<file path="config.mk">
export PLATFORM = sky130hd
export DESIGN_NAME = port_led_viewer
export DESIGN_NICKNAME = d
export VERILOG_FILES = /design/src/rtl/port_led_viewer.sv
export SDC_FILE = /design/constraint.sdc
export NUM_CORES = 1
export LEC_CHECK = 0
export ABC_AREA = 1
export CORE_MARGIN = 2
export CORE_UTILIZATION = 23
export CTS_CLUSTER_DIAMETER = 200
export DETAILED_ROUTE_END_ITERATION = 6
export GPL_TIMING_DRIVEN = 0
export PLACE_DENSITY = 0.4
export SLEW_MARGIN = 20
export SYNTH_ARGS = -nofsm -noshare
export SYNTH_HDL_FRONTEND = slang
export SYNTH_SLANG_ARGS = --single-unit
</file>
<file path="constraint.sdc">
create_clock -name clk -period 2.07 [get_ports clk]
set_clock_uncertainty 0.05 [all_clocks]
set_input_delay 0.207 -clock clk [delete_from_list [all_inputs] [get_ports clk]]
set_output_delay 0.207 -clock clk [all_outputs]
set_load 0.01 [all_outputs]
</file>
<file path="src/rtl/port_led_viewer.sv">
// port_led_viewer
//   Maps the processor's output ports onto the board LEDs. One LED_WIDTH-bit
//   slice of one selected channel is shown on led. Three raw push-buttons are
//   synchronised and debounced. They step the channel, step the slice, and
//   toggle freeze, which holds the display.
//
// Ports
//   clk         system clock
//   reset       synchronous, active-high reset
//   port_in     CHANNELS packed ports; channel i is port_in[i*WIDTH +: WIDTH]
//   btn_next    raw button, a press advances the channel
//   btn_slice   raw button, a press advances the slice
//   btn_freeze  raw button, a press toggles freeze
//   led         registered display value
//   sel_channel current channel index
//   sel_slice   current slice index
//   frozen      high while the display is held
//
// There is no valid/ready handshake here. Buttons are level inputs, and a
// press becomes a single-cycle pulse on the rising edge of the debounced
// level.
module port_led_viewer #(
    parameter int WIDTH           = 32,
    parameter int CHANNELS        = 4,
    parameter int LED_WIDTH       = 16,
    parameter int DEBOUNCE_CYCLES = 100000,
    localparam int SLICES = (WIDTH + LED_WIDTH - 1) / LED_WIDTH,
    localparam int CH_W   = (CHANNELS > 1) ? $clog2(CHANNELS) : 1,
    localparam int SL_W   = (SLICES > 1) ? $clog2(SLICES) : 1
) (
    input  logic                      clk,
    input  logic                      reset,
    input  logic [CHANNELS*WIDTH-1:0] port_in,
    input  logic                      btn_next,
    input  logic                      btn_slice,
    input  logic                      btn_freeze,
    output logic [LED_WIDTH-1:0]      led,
    output logic [CH_W-1:0]           sel_channel,
    output logic [SL_W-1:0]           sel_slice,
    output logic                      frozen
);

    localparam int CNT_W = $clog2(DEBOUNCE_CYCLES);
    localparam logic [CNT_W-1:0] CNT_LAST = CNT_W'(DEBOUNCE_CYCLES - 1);

    // Button vector order: bit 0 next, bit 1 slice, bit 2 freeze.
    logic [2:0]       btn_raw;
    logic [2:0]       s1;
    logic [2:0]       s2;
    logic [2:0]       st;
    logic [2:0]       st_q;
    logic [2:0]       press;
    logic [CNT_W-1:0] cnt [3];

    assign btn_raw = {btn_freeze, btn_slice, btn_next};

    // s1 is only ever read by s2. Keeping it that way keeps the synchroniser
    // a clean two-flop chain.
    always_ff @(posedge clk) begin
        if (reset) begin
            s1   <= '0;
            s2   <= '0;
            st   <= '0;
            st_q <= '0;
            for (int i = 0; i < 3; i++) begin
                cnt[i] <= '0;
            end
        end else begin
            s1   <= btn_raw;
            s2   <= s1;
            st_q <= st;
            for (int i = 0; i < 3; i++) begin
                // Any sample that agrees with the stable level restarts the
                // count. A bounce therefore needs a fresh run of samples.
                if (s2[i] == st[i]) begin
                    cnt[i] <= '0;
                end else if (cnt[i] == CNT_LAST) begin
                    st[i]  <= s2[i];
                    cnt[i] <= '0;
                end else begin
                    cnt[i] <= cnt[i] + CNT_W'(1);
                end
            end
        end
    end

    // Only rising edges of the debounced level count; releases are ignored.
    assign press = st & ~st_q;

    always_ff @(posedge clk) begin
        if (reset) begin
            sel_channel <= '0;
            sel_slice   <= '0;
            frozen      <= 1'b0;
        end else begin
            // Pulses on the same cycle are applied independently.
            if (press[0]) begin
                sel_channel <= (sel_channel == CH_W'(CHANNELS - 1)) ? '0
                                                                     : sel_channel + CH_W'(1);
            end
            if (press[1]) begin
                sel_slice <= (sel_slice == SL_W'(SLICES - 1)) ? '0
                                                              : sel_slice + SL_W'(1);
            end
            if (press[2]) begin
                frozen <= ~frozen;
            end
        end
    end

    // The selected channel word is zero-extended to a whole number of slices,
    // so a partial top slice reads zeros above WIDTH.
    logic [WIDTH-1:0]            chan_word;
    logic [SLICES*LED_WIDTH-1:0] padded;
    logic [LED_WIDTH-1:0]        slice_word;

    always_comb begin
        chan_word = '0;
        for (int i = 0; i < CHANNELS; i++) begin
            if (sel_channel == CH_W'(i)) begin
                chan_word = port_in[i*WIDTH +: WIDTH];
            end
        end
        padded     = (SLICES*LED_WIDTH)'(chan_word);
        slice_word = '0;
        for (int j = 0; j < SLICES; j++) begin
            if (sel_slice == SL_W'(j)) begin
                slice_word = padded[j*LED_WIDTH +: LED_WIDTH];
            end
        end
    end

    // The current value of frozen gates the sample. On the edge where frozen
    // rises, led still samples, and that sample is the one that gets held.
    always_ff @(posedge clk) begin
        if (reset) begin
            led <= '0;
        end else if (!frozen) begin
            led <= slice_word;
        end
    end

endmodule

</file>
## Yosys cells after proc, flatten, opt, wreduce, memory -nomap -nowiden

Memories as Yosys holds them, arrays and structs flattened.
Cells that the tools add are included.

| operators by class | value |
|---|---|
| $add $sub $neg | 5 |
| equal/unequal tests | 9 |
| muxes and demuxes | 51 |
| bitwise operators | 15 |
| reductions and logical operators | 4 |

Operator list:

| operator | number |
|---|---|
| 17-bit 2-to-1 mux | 9 |
| 32-bit 2-to-1 mux | 4 |
| 17-bit by 1-bit adder with 17-bit output (second input constant) | 3 |
| 17-bit == test (second input constant) | 3 |
| 1-bit 2-to-1 mux | 36 |
| 16-bit 2-to-1 mux | 1 |
| 1-bit OR | 9 |
| 2-bit AND reduction | 3 |
| 2-bit == test (second input constant) | 2 |
| 1-bit inverter | 4 |
| 3-bit bitwise AND | 1 |
| 1-bit == test | 3 |
| 3-bit inverter | 1 |
| 2-bit by 1-bit adder with 2-bit output (second input constant) | 1 |
| 2-bit by 1-bit == test with 1-bit output (second input constant) | 1 |
| 2-bit zero test | 1 |
| 2-bit 2-to-1 mux | 1 |
| 1-bit adder (second input constant) | 1 |

| word-level totals | value |
|---|---|
| register bits after elaboration | 32 |
| bits in writable memories | 51 |
| word-level logic and storage cells | 95 |
| memories kept | 1 |

Memories:

| name | depth | width | rd ports | clocked after memory_dff | write ports | RTL line | RTL |
|---|---|---|---|---|---|---|---|
| cnt | 3 | 17 | 3 | 0 | 3 | 53 | `logic [CNT_W-1:0] cnt [3];` |

## Depth between registers and ports, before layout

Gate-level depths: netlist of the first run.

| depth | value |
|---|---|
| depth after elaboration | 7 |
| depth in mapped cells | 11 |
| mapped depth without buffers | 10 |

## Worst setup path after synthesis of the first run

OpenSTA, ideal clock, no wires.

| path | value |
|---|---|
| kind | register to register |
| start point | mem cnt[0][0] (netlist bit) |
| end point | mem cnt[0][14] (netlist bit) (data pin) |
| library setup time | 0.252 ns |
| arrival time | 1.302 ns |
| slack | 0.465 ns |
| cell stages (with the launch flop) | 10 |
| buffers on the path | 1 |
| path through | edfxtp_1 ha_1 nand2_2 inv_2 nand2_2 clkinv_2 nand3_2 o21bai_4 buf_8 nor2_2 |

RTL lines:

| item | RTL line |
|---|---|
| from (decl) | 53 |

## Worst setup path after layout of the first run

| path | value |
|---|---|
| start point | reg sel_channel[0] |
| end point | reg led[4] |

| on the way | value |
|---|---|
| longest elaborated chain between the ends | 6 |
| elaborated cells between the ends (all ways) | 9 |
| those cells by class | 3 x eq/ne; 5 x mux; 1 x reduce/logical |

RTL lines:

| item | RTL line | RTL |
|---|---|---|
| from (decl) | 38 | `output logic [CH_W-1:0] sel_channel,` |
| from (signal assigned) | 98 | `sel_channel <= (sel_channel == CH_W'(CHANNELS - 1)) ? '0` |
| 2-bit zero test | 120 | `if (sel_channel == CH_W'(i)) begin` |
| 32-bit 2-to-1 mux (3 in series) | 120 |  |
| 32-bit 2-to-1 mux * | 120 |  |
| 16-bit 2-to-1 mux * | 127 | `if (sel_slice == SL_W'(j)) begin` |
| to (signal assigned) | 139 | `led <= slice_word;` |
| to (decl) | 37 | `output logic [LED_WIDTH-1:0] led,` |

Every way passes the cells marked *; elsewhere a longest branch is shown, timed or not.
A chain may end at the register's enable or synchronous reset.

==> results of run 1 <==
cells in the final DEF (no fill, tap or decap), drive strengths merged, types with 32 or more instances in the layout:
cell type / Yosys / layout
edfxtp: 51 / 51
clkdlybuf4s50: 0 / 152
inv: 90 / 90
conb: 1 / 51
nand3: 79 / 79
nand2: 149 / 149
dfxtp: 32 / 32
nor2: 135 / 135
o21ai: 73 / 73
a21oi: 73 / 73
worst max-delay path, cell delays in order (launching register included):
cell and delay [ps]:
dfxtp_1 370, inv_1 150, ha_1 330, buf_2 280
nand3_1 150, nand2_1 120, nand3_1 110, nand2_1 80
nand2_1 70, a21oi_1 140
state kept, by name (all words and copies together) (netlist names):
| name | count |
|---|---|
| sel_channel | 2 |
| led | 16 |
| frozen | 1 |
| st | 3 |
| cnt | 51 |
| sel_slice | 1 |
| s1 | 3 |
| s2 | 3 |
| st_q | 3 |
worst min-delay path by stage:
stage | startpoint | to
6_report | s1[1] | s2[1]
5_1_grt | s1[2] | s2[2]
4_1_cts | s1[1] | s2[1]
3_5_place_dp | s1[1] | s2[1]
3_3_place_gp | s1[1] | s2[1]
2_1_floorplan | reset | frozen
cell type report:
| class | instances | area share |
|---|---|---|
| repair buffers | 152 | 0.190 |
| flip-flops and latches | 83 | 0.271 |
| plain buffers | 34 | 0.0245 |
| well taps | 319 | 0.0497 |
| clock buffers | 9 | 0.0281 |
| clock inverters | 7 | 0.0175 |
| multi-input cells | 630 | 0.376 |
| inverters | 92 | 0.0432 |
| diodes | 1 | 0.000312 |
stage by stage:
step                hold WS (ps)  instances
floorplan                    226        839
global placement             341       1310
detailed placement           347       1310
CTS                          358       1326
global route                 373       1327
finish                       355       1327
power by group:
part           total [mW]  switching (mW)  internal (mW)
Combinational       0.515           0.196          0.318
Clock                2.01           0.712           1.30
Sequential           1.87          0.0546           1.82
routing by layer:
layer	track usage	share of wire	up-vias
met5	0	0	-
met4	0.0455	0.018	0
met3	0.0388	0.045	17
met2	0.265	0.47	108
met1	0.205	0.47	2561
li1	-	-	2970
cells in the mapped netlist:
cell | n | area (µm²)
buf_1 | 2 | 7.51
xor2_1 | 18 | 158
o21ai_0 | 70 | 350
nand3b_1 | 2 | 15.0
buf_2 | 12 | 60.1
a21oi_1 | 73 | 365
a211oi_1 | 1 | 7.51
inv_2 | 5 | 18.8
buf_4 | 6 | 45.0
nor3_2 | 3 | 30.0
ha_1 | 7 | 87.6
buf_6 | 2 | 22.5
xnor2_1 | 5 | 43.8
nor2_4 | 1 | 11.3
clkinv_2 | 1 | 5.00
nand3_1 | 76 | 380
dfxtp_1 | 32 | 641
nand4_1 | 17 | 106
nand2_2 | 5 | 31.3
nand2_1 | 143 | 537
clkbuf_1 | 11 | 41.3
nor3_4 | 1 | 16.3
nor3_1 | 15 | 75.1
nand3_2 | 3 | 30.0
clkinv_1 | 1 | 3.75
nor2_1 | 119 | 447
conb_1 | 1 | 3.75
nand2_4 | 1 | 11.3
nor2_2 | 15 | 93.8
o21ai_1 | 3 | 15.0
edfxtp_1 | 51 | 1530
buf_8 | 1 | 15.0
o21bai_4 | 1 | 18.8
inv_1 | 85 | 319
kinds of logic (layout without fill, tap and decap cells):
kind of cell,after synthesis,after routing,synth area share
adders and majority gates,7,7,0.0158
AOI/OAI and AO/OA,148,148,0.137
DFF,83,83,0.392
other,1,52,0.000676
buffers and inverters,126,294,0.0970
xor gates and xnor gates,23,23,0.0363
and+or+nand+nor,401,401,0.322
repair_timing:
| action | 4_1_cts | 5_1_grt |
|---|---|---|
| hold endpoints to repair | 0 | 0 |
| hold buffers | 0 | 0 |
| setup buffers | 0 | 0 |
| pin swaps | 0 | 0 |
| gates resized for setup | 1 | 6 |
| setup endpoints to repair | 1 | 16 |
| cloned | 0 | 0 |
==> impl_metrics.tcl, run 1 <==
set metrics [dict create \
    status "finished clean" \
    die-width_um 159 \
    cp.arrival_ps 2140 \
    synth.distinct_cells 34 \
    cts-root-buf "clkbuf_16" \
    multi_input_area_um2 3020 \
    grt_pass1_wl_um 31200 \
    dp_slack_ps -92.7 \
    dieArea_um2 25400 \
    nets 1142 \
    grt_pass1_vias 5690 \
    placed_cell_area_um2 7650 \
    crit_end "led[4]" \
    area_growth_pct 44.8 \
    dr_total_vias 5656 \
    clock_sinks 83 \
    required_ps 2310 \
    clk_pin_slew_worst_paths_ps 70 \
    hold_viol 0 \
    holdPathStages 2 \
    fin_ws_ps 173 \
    grt_max_degree 15 \
    slew_headroom 0.557 \
    ys_seq_area_frac 0.392 \
    synth_area_um2 5540 \
    fmax_ghz 0.527 \
    dp_hpwl_um 16200 \
    hold_path_class "reg2reg" \
    drv_slew 0 \
    critPathMaxFanout 10 \
    vias_per_cell 4.26 \
    place.port_buffers 152 \
    drt_wl_total_um 19900 \
    vdd_drop_max_mv 0.303 \
    drc_errors 0 \
    leakage_nw 3.30 \
    rsz0062_at_grt "no" \
    clk_latency_ps 350 \
    drive_gt1_frac 0.0765 \
    tightest_slew_ps 665 \
    start_util 0.235 \
    fin_setup_tns_ps 0 \
    grt_overflow 0 \
    startpoint_type "register" \
    fill_cells 2638 \
    synthCells 789 \
    dr.pass1.iters 4 \
    powerDensity_nw_per_um2 548 \
    final_area_um2 8030 \
    io_pins 153 \
    wl_per_cell_um 15.0 \
    grt_use_total 0.159 \
    p_total_mw 4.40 \
    drt_iter0_drc 251 \
    rows 56 \
    routabilityCongestion 0.848 \
    cts_tree "built" \
    ctsLongestPathBuffers 2 \
    finalSetupViolations 0 \
    ant_nets 0 \
    r2r-end "led[4]" \
    worstRegToRegCells 9 \
    regArea_um2 2170 \
    cts_made_buffers 9 \
    worstReg2RegStart "sel_channel[0]" \
    syn_area_per_cell_um2 7.03 \
    ys_ff_latch 83 \
    crit_type "reg2reg" \
    finalCriticalPeriod_ps 1900 \
    reg2reg_slack_ps 170 \
    max_cap_violations 0 \
    yosys_warnings 0 \
    critPathLaunch "sel_channel[0]" \
    fin_crit_sh 0.917 \
    antenna_found_initial 1 \
    cp-end-kind "register" \
    final_util 0.341 \
    core_area_um2 23500 \
    h-tree-depth 3 \
    fp.dieH_um 159 \
]
Note: power is estimated with default switching activity, not from simulation.
==> run 2: changes to the inputs <==
Settings changed: CAP_MARGIN from default to 20, MAX_ROUTING_LAYER from default to met4.
==> run 2 against run 1 <==
Worst hold slack barely moved. Flip-flop and latch count did not move. Core utilization did not move. First-iteration DRC count fell by 2.4%. Die area did not move. Register-to-register slack barely moved. Sequential power barely moved. Count of clock-buffer cells in the layout did not move. Critical path type unchanged. Fmax rose by 0.10%. Setup slack improved by 1.9 ps. Highest routed layer unchanged.
==> impl_metrics.tcl, run 2 (synthesized netlist as in run 1, its figures left out) <==
set metrics [dict create \
    status "finished clean" \
    io_pins 153 \
    ctsLongestPathBuffers 2 \
    final_cell_mix "clkdlybuf4s50_1, nand2_1, nor2_1, inv_1, nand3_1" \
    hold_path_class "reg2reg" \
    drc_errors 0 \
    area_growth_pct 44.8 \
    fin_crit_sh 0.916 \
    hold_viol 0 \
    core_area_um2 23500 \
    grt_use_total 0.164 \
    slew_headroom 0.557 \
    crit_slowest_cell "dfxtp_1" \
    place.port_buffers 152 \
    grt_pass1_vias 5684 \
    p_int_mw 3.44 \
    final_common_cell "clkdlybuf4s50_1" \
    powerDensity_nw_per_um2 548 \
    cp.arrival_ps 2130 \
    finalSetupViolations 0 \
    p_switching_mw 0.960 \
    antenna_found_initial 1 \
    startpoint_type "register" \
    cts_made_buffers 9 \
    vias_per_cell 4.26 \
    dieArea_um2 25400 \
    critPathMaxFanout 10 \
    routabilityCongestion 0.861 \
    h-tree-depth 3 \
    fill_cells 2638 \
    grt_max_degree 15 \
    fp.dieH_um 159 \
    start_util 0.235 \
    cp_num_buf_inv 2 \
    required_ps 2310 \
    max_cap_violations 0 \
    grt_overflow 0 \
    clk_latency_ps 350 \
    nets 1142 \
    drv_slew 0 \
    rows 56 \
    grt_pass1_wl_um 31300 \
    switching_share 0.218 \
    largest_registers "cnt (51), led (16)" \
    power_frac_clock 0.457 \
    tightest_slew_ps 665 \
    crit_path_cell_trace "inv_1 > ha_1 > buf_2 > nand3_1 > nand2_1 > nand3_1 > nand2_1 > nand2_1 > a21oi_1" \
    seqPwrFrac 0.426 \
    cp_top_family "simple AND/OR/NAND/NOR gates" \
    drive_gt1_frac 0.0765 \
    finalCriticalPeriod_ps 1900 \
    dr_total_vias 5659 \
    largest_reg_flops 51 \
    ant_nets 0 \
    dp_hpwl_um 16200 \
    dp_slack_ps -92.7 \
    crit_type "reg2reg" \
    crit_top_cell "nand2_1" \
    cp-end-kind "register" \
    wl_per_cell_um 15.0 \
    fmax_ghz 0.528 \
    critical_path.max_stage_delay_ps 370 \
    clk_pin_slew_worst_paths_ps 70 \
    drt_wl_total_um 19900 \
    dr.pass1.iters 4 \
    drt_iter0_drc 245 \
    fin_ws_ps 175 \
    die-width_um 159 \
    power_frac_comb 0.117 \
    clock_sinks 83 \
    cts-root-buf "clkbuf_16" \
    top_register "cnt" \
    leakage_nw 3.30 \
    fin_setup_tns_ps 0 \
    rsz0062_at_grt "no" \
    cts_tree "built" \
    vdd_drop_max_mv 0.302 \
]
[run 2: cell counts in the layout (fill, tap and decap cells not counted)]
Identical to the previous run, type by type.
[run 2: through the flow]
stage / total power, mW / area [µm²] / std cells / hold slack [ps] / util
3_5_place_dp: 2.43 / 7650 / 1310 / 347 / 0.325
6_report: 4.40 / 8030 / 1327 / 355 / 0.341
5_1_grt: 4.61 / 8030 / 1327 / 373 / 0.341
4_1_cts: 4.48 / 8020 / 1326 / 358 / 0.341
3_3_place_gp: 2.43 / 7650 / 1310 / 341 / 0.325
2_1_floorplan: 2.08 / 5730 / 839 / 226 / -
[run 2: worst reg2reg max path: stages, from the launching register on]
cell	delay (ps)
dfxtp_1	370
inv_1	150
ha_1	330
buf_2	270
nand3_1	140
nand2_1	110
nand3_1	110
nand2_1	80
nand2_1	70
a21oi_1	140
[run 2: area by class of cell]
cell class,instances,area [µm²],share of cell area
Antenna cell,1,2.50,0.000312
Buffer,34,196,0.0245
Clock buffer,9,225,0.0281
Clock inverter,7,140,0.0175
Inverter,92,347,0.0432
Multi-Input combinational cell,630,3020,0.376
Sequential cell,83,2170,0.271
Tap cell,319,399,0.0497
Timing Repair Buffer,152,1520,0.190
[run 2: power groups by stage]
stage	clock, mW	combinational [mW]	sequential (mW)
2_1_floorplan	0	0.174	1.90
3_3_place_gp	0	0.518	1.91
3_5_place_dp	0	0.515	1.91
4_1_cts	2.09	0.518	1.87
5_1_grt	2.15	0.570	1.88
6_report	2.01	0.515	1.87
[run 2: final timing paths]
path	from	endpoint	slack (ps)	cells after the start
min reg2reg	s1[1]	s2[1]	360	2
max	sel_channel[0]	led[4]	170	9
max reg2reg	sel_channel[0]	led[4]	170	9
min	s1[1]	s2[1]	360	2
[run 2: metal layers]
layer,track usage,routed length [µm]
met2,0.265,9340
met5,-,0
met1,0.207,9490
met4,0.0455,360
met3,0.0378,711
[run 2: what timing repair did]
action,4_1_cts,5_1_grt
setup buffers,0,0
setup endpoints to repair,1,16
hold buffers,0,0
resized for setup,1,6
